<file path="src/rtl/hazard_ctrl_pkg.sv">
// hazard_ctrl_pkg: shared FSM state encoding and pipeline write/flush bundle layout
package hazard_ctrl_pkg;
  typedef enum logic [1:0] {INIT = 2'd0, RUN = 2'd1, MEM_WAIT = 2'd2} state_t;
  typedef struct packed {
    logic pc_write;
    logic pc_src;
    logic ifid_write;
    logic ifid_flush;
    logic idex_write;
    logic idex_flush;
    logic exmem_write;
    logic exmem_flush;
    logic memwb_flush;
  } ctrl_t;
  localparam ctrl_t CTRL_INIT   = 9'b000101011;
  localparam ctrl_t CTRL_RUN    = 9'b101010100;
  localparam ctrl_t CTRL_FREEZE = 9'b000000001;
  localparam ctrl_t CTRL_TAKEN  = 9'b111111110;
  localparam ctrl_t CTRL_LU     = 9'b000011100;
endpackage

</file>
<file path="src/rtl/hazard_ctrl_sat_counter.sv">
// sat_counter: counter that sticks at all-ones instead of wrapping
module sat_counter #(
  parameter int W = 16
) (
  input  logic         clk,
  input  logic         reset,
  input  logic         inc,
  output logic [W-1:0] count
);
  always_ff @(posedge clk or posedge reset)
    if (reset) count <= '0;
    else if (inc && !(&count)) count <= count + 1'b1;
endmodule

</file>
<file path="src/rtl/hazard_ctrl.sv">
// hazard_ctrl: pipeline stall/flush control with memory-wait FSM and perf counters
module hazard_ctrl
  import hazard_ctrl_pkg::*;
#(
  parameter int CNT_W       = 16,
  parameter int MEM_TIMEOUT = 255
) (
  input  logic             clk,
  input  logic             reset,
  input  logic [4:0]       id_rs1,
  input  logic [4:0]       id_rs2,
  input  logic [4:0]       idex_rd,
  input  logic             idex_memtoreg,
  input  logic             exmem_branch,
  input  logic             exmem_zero,
  input  logic             exmem_memtoreg,
  input  logic             exmem_memwrite,
  input  logic             dmem_ready,
  output logic             pc_write,
  output logic             pc_src,
  output logic             ifid_write,
  output logic             ifid_flush,
  output logic             idex_write,
  output logic             idex_flush,
  output logic             exmem_write,
  output logic             exmem_flush,
  output logic             memwb_flush,
  output logic [1:0]       state_o,
  output logic [CNT_W-1:0] stall_count,
  output logic [CNT_W-1:0] flush_count,
  output logic             timeout_err
);
  localparam int WW = $clog2(MEM_TIMEOUT + 1);
  state_t state, next;
  ctrl_t ctrl;
  logic [WW-1:0] wait_cnt;
  logic mem_stall, taken, lu, active, timeout_hit;
  assign mem_stall   = (exmem_memtoreg | exmem_memwrite) & ~dmem_ready;
  assign taken       = exmem_branch & exmem_zero;
  assign lu          = idex_memtoreg & (idex_rd != 5'd0) & ((idex_rd == id_rs1) | (idex_rd == id_rs2));
  assign active      = (state == RUN) || (state == MEM_WAIT);
  assign timeout_hit = (state == MEM_WAIT) && mem_stall && (wait_cnt == WW'(MEM_TIMEOUT - 1));
  always_ff @(posedge clk or posedge reset)
    if (reset) begin
      state       <= INIT;
      wait_cnt    <= '0;
      timeout_err <= 1'b0;
    end else begin
      state    <= next;
      wait_cnt <= (state == MEM_WAIT) ? wait_cnt + 1'b1 : '0;
      if (timeout_hit) timeout_err <= 1'b1;
    end
  always_comb begin
    next = INIT;
    case (state)
      INIT:     next = RUN;
      RUN:      next = mem_stall ? MEM_WAIT : RUN;
      MEM_WAIT: next = (mem_stall && !timeout_hit) ? MEM_WAIT : RUN;
      default:  next = INIT;
    endcase
  end
  always_comb
    ctrl = !active  ? CTRL_INIT :
           mem_stall ? CTRL_FREEZE :
           taken     ? CTRL_TAKEN :
           lu        ? CTRL_LU : CTRL_RUN;
  assign pc_write    = ctrl.pc_write;
  assign pc_src      = ctrl.pc_src;
  assign ifid_write  = ctrl.ifid_write;
  assign ifid_flush  = ctrl.ifid_flush;
  assign idex_write  = ctrl.idex_write;
  assign idex_flush  = ctrl.idex_flush;
  assign exmem_write = ctrl.exmem_write;
  assign exmem_flush = ctrl.exmem_flush;
  assign memwb_flush = ctrl.memwb_flush;
  assign state_o     = state;
  sat_counter #(.W(CNT_W)) u_stall (
    .clk(clk), .reset(reset), .inc(active && !ctrl.pc_write), .count(stall_count)
  );
  sat_counter #(.W(CNT_W)) u_flush (
    .clk(clk), .reset(reset), .inc(active && ctrl.pc_src), .count(flush_count)
  );
endmodule

</file>
<file path="config.mk">
export PLATFORM = sky130hd
export DESIGN_NAME = hazard_ctrl
export DESIGN_NICKNAME = d
export VERILOG_FILES = /design/src/rtl/hazard_ctrl_pkg.sv /design/src/rtl/hazard_ctrl_sat_counter.sv /design/src/rtl/hazard_ctrl.sv
export SDC_FILE = /design/constraint.sdc
export NUM_CORES = 1
export LEC_CHECK = 0
export CELL_PAD_IN_SITES_DETAIL_PLACEMENT = 1
export CELL_PAD_IN_SITES_GLOBAL_PLACEMENT = 2
export CORE_AREA = 2 2 89 91
export DETAILED_ROUTE_END_ITERATION = 8
export DIE_AREA = 0 0 91 93
export PLACE_DENSITY_LB_ADDON = 0.1
export SYNTH_ARGS = -nofsm -noshare
export SYNTH_HDL_FRONTEND = slang
export SYNTH_SLANG_ARGS = --single-unit
</file>
<file path="constraint.sdc">
create_clock -name clk -period 5.8 [get_ports clk]
set_input_delay 0.58 -clock clk [delete_from_list [all_inputs] [get_ports clk]]
set_output_delay 0.58 -clock clk [all_outputs]
set_load 0.05 [all_outputs]
</file>
==> impl_metrics.json, run 1 <==
{
  "outcome": "completed",
  "io_buffers": 66,
  "start_util_pct": 30.45,
  "synth_seq_cells": 43,
  "max-slew-margin-rel_pct": 61.93,
  "fmax_ghz": 0.2874,
  "cp-end-kind": "primary output",
  "fin_nets": 319,
  "routed_via_density": 4.715,
  "syn-num-nets": 251,
  "period_minus_slack_ns": 3.479,
  "startpoint_type": "primary input",
  "post-cts-setup-buffer-count": 0,
  "timing.final.hold_violations": 0,
  "cap_violations": 0,
  "seqCellArea_sq_mm": 0.001076,
  "switching_share_pct": 46.26,
  "tns_ns": 0,
  "die_h_um": 93,
  "firstDrtPassIters": 4,
  "antenna_found_initial": 0,
  "finalCoreUtilization_pct": 41.64,
  "gr-usage-all-layers_pct": 14.64,
  "cts_resized": 0,
  "clockBufferDepth": 2,
  "n_antenna_cell": 0,
  "yosysWarnings": 0,
  "yosysSeqAreaShare_pct": 46.94,
  "crit_buf_inv": 2,
  "finalClockSkew_ns": 0.005701,
  "grt_max_degree": 44,
  "vdd_ir_drop_max_uv": 243.5,
  "period_share_pct": 59.99,
  "grt_pass1_vias": 1930,
  "route.detailed.drc": 0,
  "critPathMaxStageDelay_ns": 0.85,
  "power_mw": 1.184,
  "synth_area_per_cell_sq_um": 10.42,
  "drt_iter0_markers": 72,
  "tightest_slew_ns": 0.5711,
  "holdCritPathClass": "flip-flop to flip-flop",
  "clkTransAtPathRegs_ns": 0.08,
  "cts_hold_buffers": 0,
  "cp_common_cell": "clkdlybuf4s50_1",
  "detailedPlacementHpwl_um": 4290,
  "leakagePower_nw": 1.363,
  "crit_required_ns": 5.22,
  "netlist_instances": 220,
  "synthDistinctLibCells": 37,
  "critical_path.cell_chain": "clkdlybuf4s50_1 > or4_1 > o21ai_1 > nor2b_1 > a21oi_1 > clkdlybuf4s50_1",
  "synthAdderAreaFrac_pct": 4.367,
  "synth-simple-area-share_pct": 22.16,
  "grt_pass1_wl_um": 9915,
  "synthMuxAreaShare_pct": 0.9825,
  "cp.arrival_ns": 2.90,
  "seq_power_share_pct": 33.5,
  "synth-xor-area-share_pct": 16.81,
  "drv_slew": 0,
  "crit_family": "buffers and inverters",
  "drt-total-wl_um": 5742,
  "synth_compound_area_share_pct": 5.622,
  "rsz0062_at_grt": "false",
  "slowest_stage": "clkdlybuf4s50_1",
  "core_area_sq_mm": 0.007527,
  "antenna_left": 0,
  "fillers": 870,
  "clkPwrFrac_pct": 16.7,
  "multiInputGateArea_sq_mm": 0.001145,
  "worst-setup-path-type": "primary input to primary output",
  "die_x_um": 91,
  "setup_viol": 0,
  "p_switching_uw": 547.6,
  "vias": 1839,
  "area_delta_synth_final_pct": 36.74,
  "synth_top_family_by_area": "simple AND/OR/NAND/NOR gates",
  "htree_levels": 2,
  "cts_tree": "done",
  "die_area_sq_mm": 0.008463,
  "clock_latency_ns": 0.29,
  "overflow": 0,
  "avgRoutedWirePerCell_um": 14.72,
  "drive_above_1_share_pct": 6.944,
  "gp_congestion": 0.7860,
  "cts_buffers": 5,
  "clock_sinks": 43,
  "p_int_uw": 636.2,
  "io_pins": 67,
  "combinationalPowerShare_pct": 49.8,
  "power_density_mw_per_mm2": 377.7,
  "syn_area_sq_mm": 0.002292,
  "num_rows": 32,
  "worstPathMaxFanout": 3,
  "ctsRootBufferMaster": "clkbuf_8"
}
## state kept, by name (all words and copies together), names as in the netlist
register,cells
state_o,2
timeout_err,1
u_flush.count,16
u_stall.count,16
wait_cnt,8
## power by group through the flow
stage | registers, mW | logic (mW) | clock network [mW]
2_1_floorplan | 0.522 | 0.288 | 0
3_3_place_gp | 0.403 | 0.592 | 0
3_5_place_dp | 0.403 | 0.595 | 0
4_1_cts | 0.398 | 0.597 | 0.209
5_1_grt | 0.407 | 0.625 | 0.223
6_report | 0.397 | 0.589 | 0.197
## cell families (layout without fill, tap and decap cells)
logic type,after synthesis,after routing
and+or+nand+nor,91,91
buffers and inverters,14,82
muxes,2,2
AOI/OAI and AO/OA,18,18
xor gates and xnor gates,44,44
DFF,43,43
adders and majority gates,8,8
## stage by stage
step	instance area (sq um)	hold slack [ns]	cells	setup WS, ns
detailed placement	3047	0.4614	383	2.326
floorplan	2292	0.4516	220	2.452
finish	3134	0.4859	390	2.321
CTS	3134	0.4928	390	2.327
global placement	3047	0.4592	383	2.383
global route	3134	0.5295	390	2.233
## cells in the final DEF (no fill, tap or decap), drive strengths merged, types with 6 or more instances in the layout
| master | synthesis | routed |
|---|---|---|
| clkbuf | 2 | 6 |
| clkdlybuf4s50 | 0 | 66 |
| dfrtp | 43 | 43 |
| ha | 8 | 8 |
| inv | 8 | 7 |
| nand2 | 17 | 17 |
| nand3 | 18 | 18 |
| nand4 | 6 | 6 |
| nor2 | 6 | 6 |
| nor3 | 11 | 11 |
| o21ai | 6 | 6 |
| xnor2 | 24 | 24 |
| xor2 | 20 | 20 |
## worst reg2reg max path, delay by kind of cell, from the launching register on
kind	cells	cell delay, ns
AOI/OAI and AO/OA	2	0.64
adders and majority gates	1	0.36
buffers and inverters	1	0.08
DFF	1	0.42
muxes	1	0.33
and+or+nand+nor	2	0.37
## per-layer routing
layer	share of wire (%)	wire length [um]	track usage (%)	vias to the layer above
met2	51	2922	25.37	31
met3	3.7	210	3.546	6
li1	-	-	-	889
met4	1.0	60	3.409	0
met1	44	2548	18.50	913
met5	0	0	0	-
## Yosys cell counts
cell type | number | area (sq um)
xor2_1 | 20 | 175.2
o21bai_1 | 2 | 15.01
clkbuf_1 | 2 | 7.510
nor3_1 | 11 | 55.05
nor2_1 | 6 | 22.52
or4_4 | 1 | 11.26
a31oi_1 | 1 | 6.260
nand4_1 | 6 | 37.54
nand2_1 | 17 | 63.81
o21ba_2 | 1 | 10.01
inv_1 | 8 | 30.03
a21boi_0 | 2 | 15.01
or2_2 | 5 | 31.28
buf_6 | 1 | 11.26
or4_1 | 2 | 15.01
o21a_1 | 1 | 7.510
dfrtp_1 | 43 | 1076
o22ai_1 | 1 | 6.260
a22oi_4 | 1 | 21.27
nor4_1 | 4 | 25.02
o21ai_1 | 2 | 10.01
a21o_1 | 1 | 7.510
nor3b_1 | 5 | 37.54
ha_1 | 8 | 100.1
mux2_2 | 2 | 22.52
and4_1 | 2 | 17.52
or3_1 | 2 | 12.51
a21oi_1 | 2 | 10.01
nor4b_2 | 1 | 15.01
nor2b_1 | 3 | 18.77
nand3_1 | 17 | 85.08
xnor2_1 | 24 | 210.2
and3_1 | 3 | 18.77
and2_1 | 5 | 31.28
o21ai_0 | 4 | 20.02
nand3_2 | 1 | 10.01
buf_4 | 3 | 22.52
## path summary, 6_finish.rpt
check	from	end	slack (ns)	depth (start not counted)
max	idex_rd[1]	pc_write	2.32	6
min	timeout_err	timeout_err	0.49	1
max reg2reg	state_o[0]	u_stall.count[1]	3.49	7
min reg2reg	timeout_err	timeout_err	0.49	1
max in group asynchronous	reset	u_flush.count[13]	4.68	3
min in group asynchronous	reset	wait_cnt[7]	0.71	3
## cell type report
type / count / share of cell area (%)
repair buffers: 67 / 21.32
clock buffers: 6 / 2.635
flip-flops and latches: 43 / 34.33
inverters: 8 / 0.9581
well taps: 102 / 4.072
clock inverters: 1 / 0.1597
multi-input cells: 163 / 36.53
(Power assumes the default switching activity.)
==> inputs of run 2 (changes only) <==
--- a/config.mk
+++ b/config.mk
@@ -7,9 +7,9 @@
 export LEC_CHECK = 0
 export CELL_PAD_IN_SITES_DETAIL_PLACEMENT = 1
 export CELL_PAD_IN_SITES_GLOBAL_PLACEMENT = 2
-export CORE_AREA = 2 2 89 91
+export CORE_AREA = 2 2 97 99
 export DETAILED_ROUTE_END_ITERATION = 8
-export DIE_AREA = 0 0 91 93
+export DIE_AREA = 0 0 99 101
 export PLACE_DENSITY_LB_ADDON = 0.1
 export SYNTH_ARGS = -nofsm -noshare
 export SYNTH_HDL_FRONTEND = slang
==> constraint.sdc (replaced) <==
create_clock -name clk -period 3.2 [get_ports clk]
set_input_delay 0.32 -clock clk [delete_from_list [all_inputs] [get_ports clk]]
set_output_delay 0.32 -clock clk [all_outputs]
set_load 0.05 [all_outputs]
==> run 2 against run 1 <==
Compared with the run above:
- setup slack got worse by 1.8 ns
- die area grew 18%
- via count is 0.16% higher
- clock skew is 0.0018 ns higher
- combinational power up 80%
- count of clock-buffer cells in the layout did not move
- largest cell class unchanged
- largest power group unchanged
==> impl_metrics.json, run 2 (synthesized netlist as in run 1, its figures left out) <==
{
  "gp_congestion": 0.7075,
  "leakagePower_nw": 1.371,
  "clockBufferDepth": 2,
  "clkPwrFrac_pct": 16.7,
  "reg2reg_from": "u_stall.count[0]",
  "cts_resized": 0,
  "clkTransAtPathRegs_ns": 0.09,
  "p_switching_uw": 998.5,
  "critical_path.cell_chain": "inv_1 > ha_1 > nor3b_2 > clkdlybuf4s50_1",
  "outcome": "completed",
  "switching_share_pct": 46.80,
  "rsz0062_at_grt": "false",
  "io_buffers": 66,
  "fmax_ghz": 0.3739,
  "cp.arrival_ns": 2.35,
  "clock_sinks": 43,
  "slowest_stage": "clkdlybuf4s50_1",
  "power_density_mw_per_mm2": 676.1,
  "cp-end-kind": "primary output",
  "cap_violations": 0,
  "htree_levels": 2,
  "crit_buf_inv": 2,
  "rr_endpoint": "u_stall.count[15]",
  "cts_tree": "done",
  "fin_nets": 321,
  "die_x_um": 99,
  "timing.final.hold_violations": 0,
  "period_minus_slack_ns": 2.675,
  "multiInputGateArea_sq_mm": 0.001150,
  "drv_slew": 0,
  "period_share_pct": 83.58,
  "top_regs": "u_flush.count: 16 flops, u_stall.count: 16 flops, wait_cnt: 8 flops",
  "io_pins": 67,
  "vdd_ir_drop_max_uv": 474.5,
  "setup_viol": 0,
  "tns_ns": 0,
  "tightest_slew_ns": 0.5738,
  "vias": 1842,
  "combinationalPowerShare_pct": 49.9,
  "cts_buffers": 5,
  "drt-total-wl_um": 5509,
  "drive_above_1_share_pct": 8.935,
  "die_area_sq_mm": 0.009999,
  "seqCellArea_sq_mm": 0.001076,
  "route.detailed.drc": 0,
  "startpoint_type": "flip-flop",
  "crit_required_ns": 2.88,
  "clock_latency_ns": 0.30,
  "critPathMaxStageDelay_ns": 0.86,
  "worst-setup-path-type": "flip-flop to primary output",
  "core_area_sq_mm": 0.008977,
  "fillers": 1013,
  "n_antenna_cell": 0,
  "grt_max_degree": 44,
  "finalClockSkew_ns": 0.007498,
  "detailedPlacementHpwl_um": 4131,
  "rrSetupSlack_ns": 0.90,
  "overflow": 0,
  "antenna_found_initial": 0,
  "grt_pass1_vias": 1934,
  "gr-usage-all-layers_pct": 11.85,
  "ctsRootBufferMaster": "clkbuf_8",
  "drt_iter0_markers": 30,
  "area_delta_synth_final_pct": 37.66,
  "crit_family": "buffers and inverters",
  "cts_hold_buffers": 0,
  "routed_via_density": 4.582,
  "die_h_um": 101,
  "layout_common_cells": "clkdlybuf4s50_1 (63), dfrtp_1 (43), xnor2_1 (24)",
  "num_rows": 35,
  "start_util_pct": 25.53,
  "antenna_left": 0,
  "design_area_sq_mm": 0.003156,
  "placed_area_sq_mm": 0.003070,
  "final_common_cell": "clkdlybuf4s50_1",
  "max-slew-margin-rel_pct": 61.75,
  "preCtsSetupSlack_ns": 0.5287,
  "worstPathMaxFanout": 4,
  "avgRoutedWirePerCell_um": 13.70,
  "worst_r2r_path_depth": 7,
  "seq_power_share_pct": 33.5,
  "grt_pass1_wl_um": 9508,
  "firstDrtPassIters": 4,
  "fin_ws_ns": 0.5253,
  "post-cts-setup-buffer-count": 0,
  "holdCritPathClass": "primary input to async pin",
  "p_int_mw": 1.135
}
run 2: final cells by class:
cell class                      count  area share, %
Clock inverter                      2         0.3965
Multi-Input combinational cell    163          36.44
Clock buffer                        6          2.300
Tap cell                          111          4.401
Sequential cell                    43          34.10
Timing Repair Buffer               69          21.41
Inverter                            8         0.9516
run 2: metal layers:
layer / GRT usage, % / vias up / part of all wire, % / wire length, um
met2: 18.71 / 52 / 45 / 2475
met1: 15.60 / 889 / 47 / 2600
met3: 3.537 / 7 / 6.3 / 349
met5: 0 / - / 0 / 0
met4: 3.793 / 0 / 1.5 / 84
li1: - / 894 / - / -
run 2: how the worst max path moves through the flow:
stage,from,to,slack (ns),cells after the start
6_report,state_o[0],pc_src,0.53,4
5_1_grt,state_o[0],pc_src,0.37,4
4_1_cts,state_o[0],pc_src,0.47,4
3_5_place_dp,exmem_memwrite,exmem_flush,0.53,4
3_3_place_gp,exmem_memwrite,exmem_flush,0.51,4
2_1_floorplan,state_o[0],pc_write,0.11,5
run 2: stage by stage:
stage               total power, mW  std cells  util, %  hold WS (ns)
floorplan                     1.469        220        -        0.4516
global placement              1.803        394    34.20        0.4642
detailed placement            1.803        394    34.20        0.4739
CTS                           2.173        402    35.15        0.4844
global route                  2.274        402    35.15        0.5151
finish                        2.133        402    35.15        0.4602
run 2: worst min-delay path: stages:
cell	delay [ns]
clkdlybuf4s50_1	0.40
clkinv_1	0.04
buf_4	0.46
run 2: power by group through the flow:
stage / clock network, mW / registers [mW] / logic [mW]
final: 0.355 / 0.714 / 1.06
after global routing: 0.399 / 0.734 / 1.14
after CTS: 0.375 / 0.718 / 1.08
after detailed placement: 0 / 0.726 / 1.08
after global placement: 0 / 0.728 / 1.07
after floorplan: 0 / 0.946 / 0.523
==> inputs of run 3 (changes only) <==
--- a/config.mk
+++ b/config.mk
@@ -7,9 +7,9 @@
 export LEC_CHECK = 0
 export CELL_PAD_IN_SITES_DETAIL_PLACEMENT = 1
 export CELL_PAD_IN_SITES_GLOBAL_PLACEMENT = 2
-export CORE_AREA = 2 2 97 99
+export CORE_AREA = 2 2 92 94
 export DETAILED_ROUTE_END_ITERATION = 8
-export DIE_AREA = 0 0 99 101
+export DIE_AREA = 0 0 94 96
 export PLACE_DENSITY_LB_ADDON = 0.1
 export SYNTH_ARGS = -nofsm -noshare
 export SYNTH_HDL_FRONTEND = slang
==> constraint.sdc (replaced) <==
create_clock -name clk -period 2.5 [get_ports clk]
set_input_delay 0.25 -clock clk [delete_from_list [all_inputs] [get_ports clk]]
set_output_delay 0.25 -clock clk [all_outputs]
set_load 0.05 [all_outputs]
==> run 3 against run 2 <==
Compared with the run above:
- critical path depth increased by 3
- non-clock buffer count increased by 7
- critical endpoint is now pc_write
- combinational power increased by 49%
==> impl_metrics.json, run 3 (synthesized netlist as in run 1, its figures left out) <==
{
  "route.detailed.drc": 0,
  "htree_levels": 2,
  "holdCritPathClass": "primary input to async pin",
  "area_delta_synth_final_pct": 43.01,
  "power_mw": 2.940,
  "critPathMaxStageDelay_ns": 0.54,
  "drv_slew": 0,
  "io_buffers": 66,
  "wl_met3_um": 198,
  "cp-end-kind": "primary output",
  "avgRoutedWirePerCell_um": 14.13,
  "core_area_sq_mm": 0.008051,
  "dp_cells": 395,
  "m1WireLength_um": 2531,
  "preCtsSetupSlack_ns": 0.1790,
  "setup_viol": 0,
  "grt_max_degree": 25,
  "max-slew-margin-rel_pct": 41.05,
  "worstPathMaxFanout": 3,
  "drt-total-wl_um": 5693,
  "cts_hold_buffers": 0,
  "drt_iter0_markers": 15,
  "n_antenna_cell": 0,
  "grt_pass1_vias": 2051,
  "drive_above_1_share_pct": 14.43,
  "tns_ns": 0,
  "fin_cells": 403,
  "io_pins": 67,
  "routed_via_density": 4.615,
  "fillers": 924,
  "period_minus_slack_ns": 2.281,
  "vias": 1860,
  "crit_required_ns": 2.25,
  "slowest_stage": "or4_1",
  "top_regs": "u_flush.count: 16 flops, u_stall.count: 16 flops, wait_cnt: 8 flops",
  "leakagePower_nw": 1.443,
  "tightest_slew_ns": 0.8788,
  "firstDrtPassIters": 3,
  "worst-setup-path-type": "primary input to primary output",
  "num_rows": 33,
  "cap_violations": 0,
  "ctsRootBufferMaster": "clkbuf_8",
  "clock_sinks": 43,
  "antenna_left": 0,
  "overflow": 0,
  "top_layer": "met4",
  "outcome": "completed",
  "period_share_pct": 91.25,
  "clock_latency_ns": 0.30,
  "clockBufferDepth": 2,
  "antenna_found_initial": 0,
  "vdd_ir_drop_max_uv": 295.8,
  "critical_path.cell_chain": "clkdlybuf4s50_1 > or4_1 > o21ai_1 > nor2b_1 > buf_4 > a21oi_4 > buf_12",
  "holdWs_ns": 0.3322,
  "cts_buffers": 5,
  "start_util_pct": 28.47,
  "detailedPlacementHpwl_um": 4503,
  "timing.final.hold_violations": 0,
  "fin_nets": 328,
  "grt_pass1_wl_um": 10130,
  "gr-usage-all-layers_pct": 14.36,
  "die_x_um": 94,
  "power_density_mw_per_mm2": 896.7,
  "die_h_um": 96,
  "finalClockSkew_ns": 0.008915,
  "layout_common_cells": "clkdlybuf4s50_1 (57), dfrtp_1 (41), xnor2_1 (24)",
  "clkTransAtPathRegs_ns": 0.09,
  "final_common_cell": "clkdlybuf4s50_1",
  "rsz0062_at_grt": "false",
  "die_area_sq_mm": 0.009024,
  "dr_wl_met2_um": 2895,
  "cp.arrival_ns": 2.03,
  "startpoint_type": "primary input",
  "fin_ws_ns": 0.2187,
  "post-cts-setup-buffer-count": 0,
  "cts_resized": 0,
  "fmax_ghz": 0.4384,
  "cts_tree": "done",
  "gp_congestion": 0.7307
}
[run 3: per-layer routing]
metal  track usage, %  up-vias
li1                 -      907
met1            18.54      913
met2            23.81       33
met3            2.976        7
met4            5.314        0
met5                0        -
[run 3: cell type report]
class / count / area [sq um] / area share (%)
timing repair buffer: 76 / 775.7 / 23.66
multi-input combinational: 163 / 1171 / 35.73
inverter: 8 / 30.03 / 0.9160
tap: 105 / 131.4 / 4.008
clock inverter: 1 / 5.005 / 0.1527
clock buffer: 7 / 86.33 / 2.634
sequential: 43 / 1079 / 32.90
[run 3: final timing paths]
check / from / to / slack, ns / cells past startpoint
setup / recovery: idex_rd[1] / pc_write / 0.22 / 7
hold / removal: reset / wait_cnt[4] / 0.33 / 2
setup reg to reg: u_stall.count[0] / u_stall.count[15] / 0.35 / 7
hold reg to reg: wait_cnt[0] / wait_cnt[0] / 0.49 / 1
max in group asynchronous: reset / u_flush.count[7] / 1.55 / 3
min in group clk: wait_cnt[0] / wait_cnt[0] / 0.49 / 1
[run 3: report_power, final]
group          switching (mW)  leakage, nW  internal, mW
clock                   0.239       0.0482         0.223
combinational           0.963        0.827         0.615
sequential              0.108        0.568         0.791
total                    1.31         1.44          1.63
[run 3: worst max-delay path: cells and delay by family]
kind | cells | cell delay (ns)
simple gates | 2 | 0.61
compound gates | 2 | 0.39
buf+inv | 3 | 0.78
[run 3: metrics by stage]
stage / util (%) / cell area, sq um
after global placement: 39.58 / 3187
after floorplan: - / 2321
after detailed placement: 39.58 / 3187
after CTS: 40.71 / 3278
final: 40.71 / 3278
after global routing: 40.71 / 3278
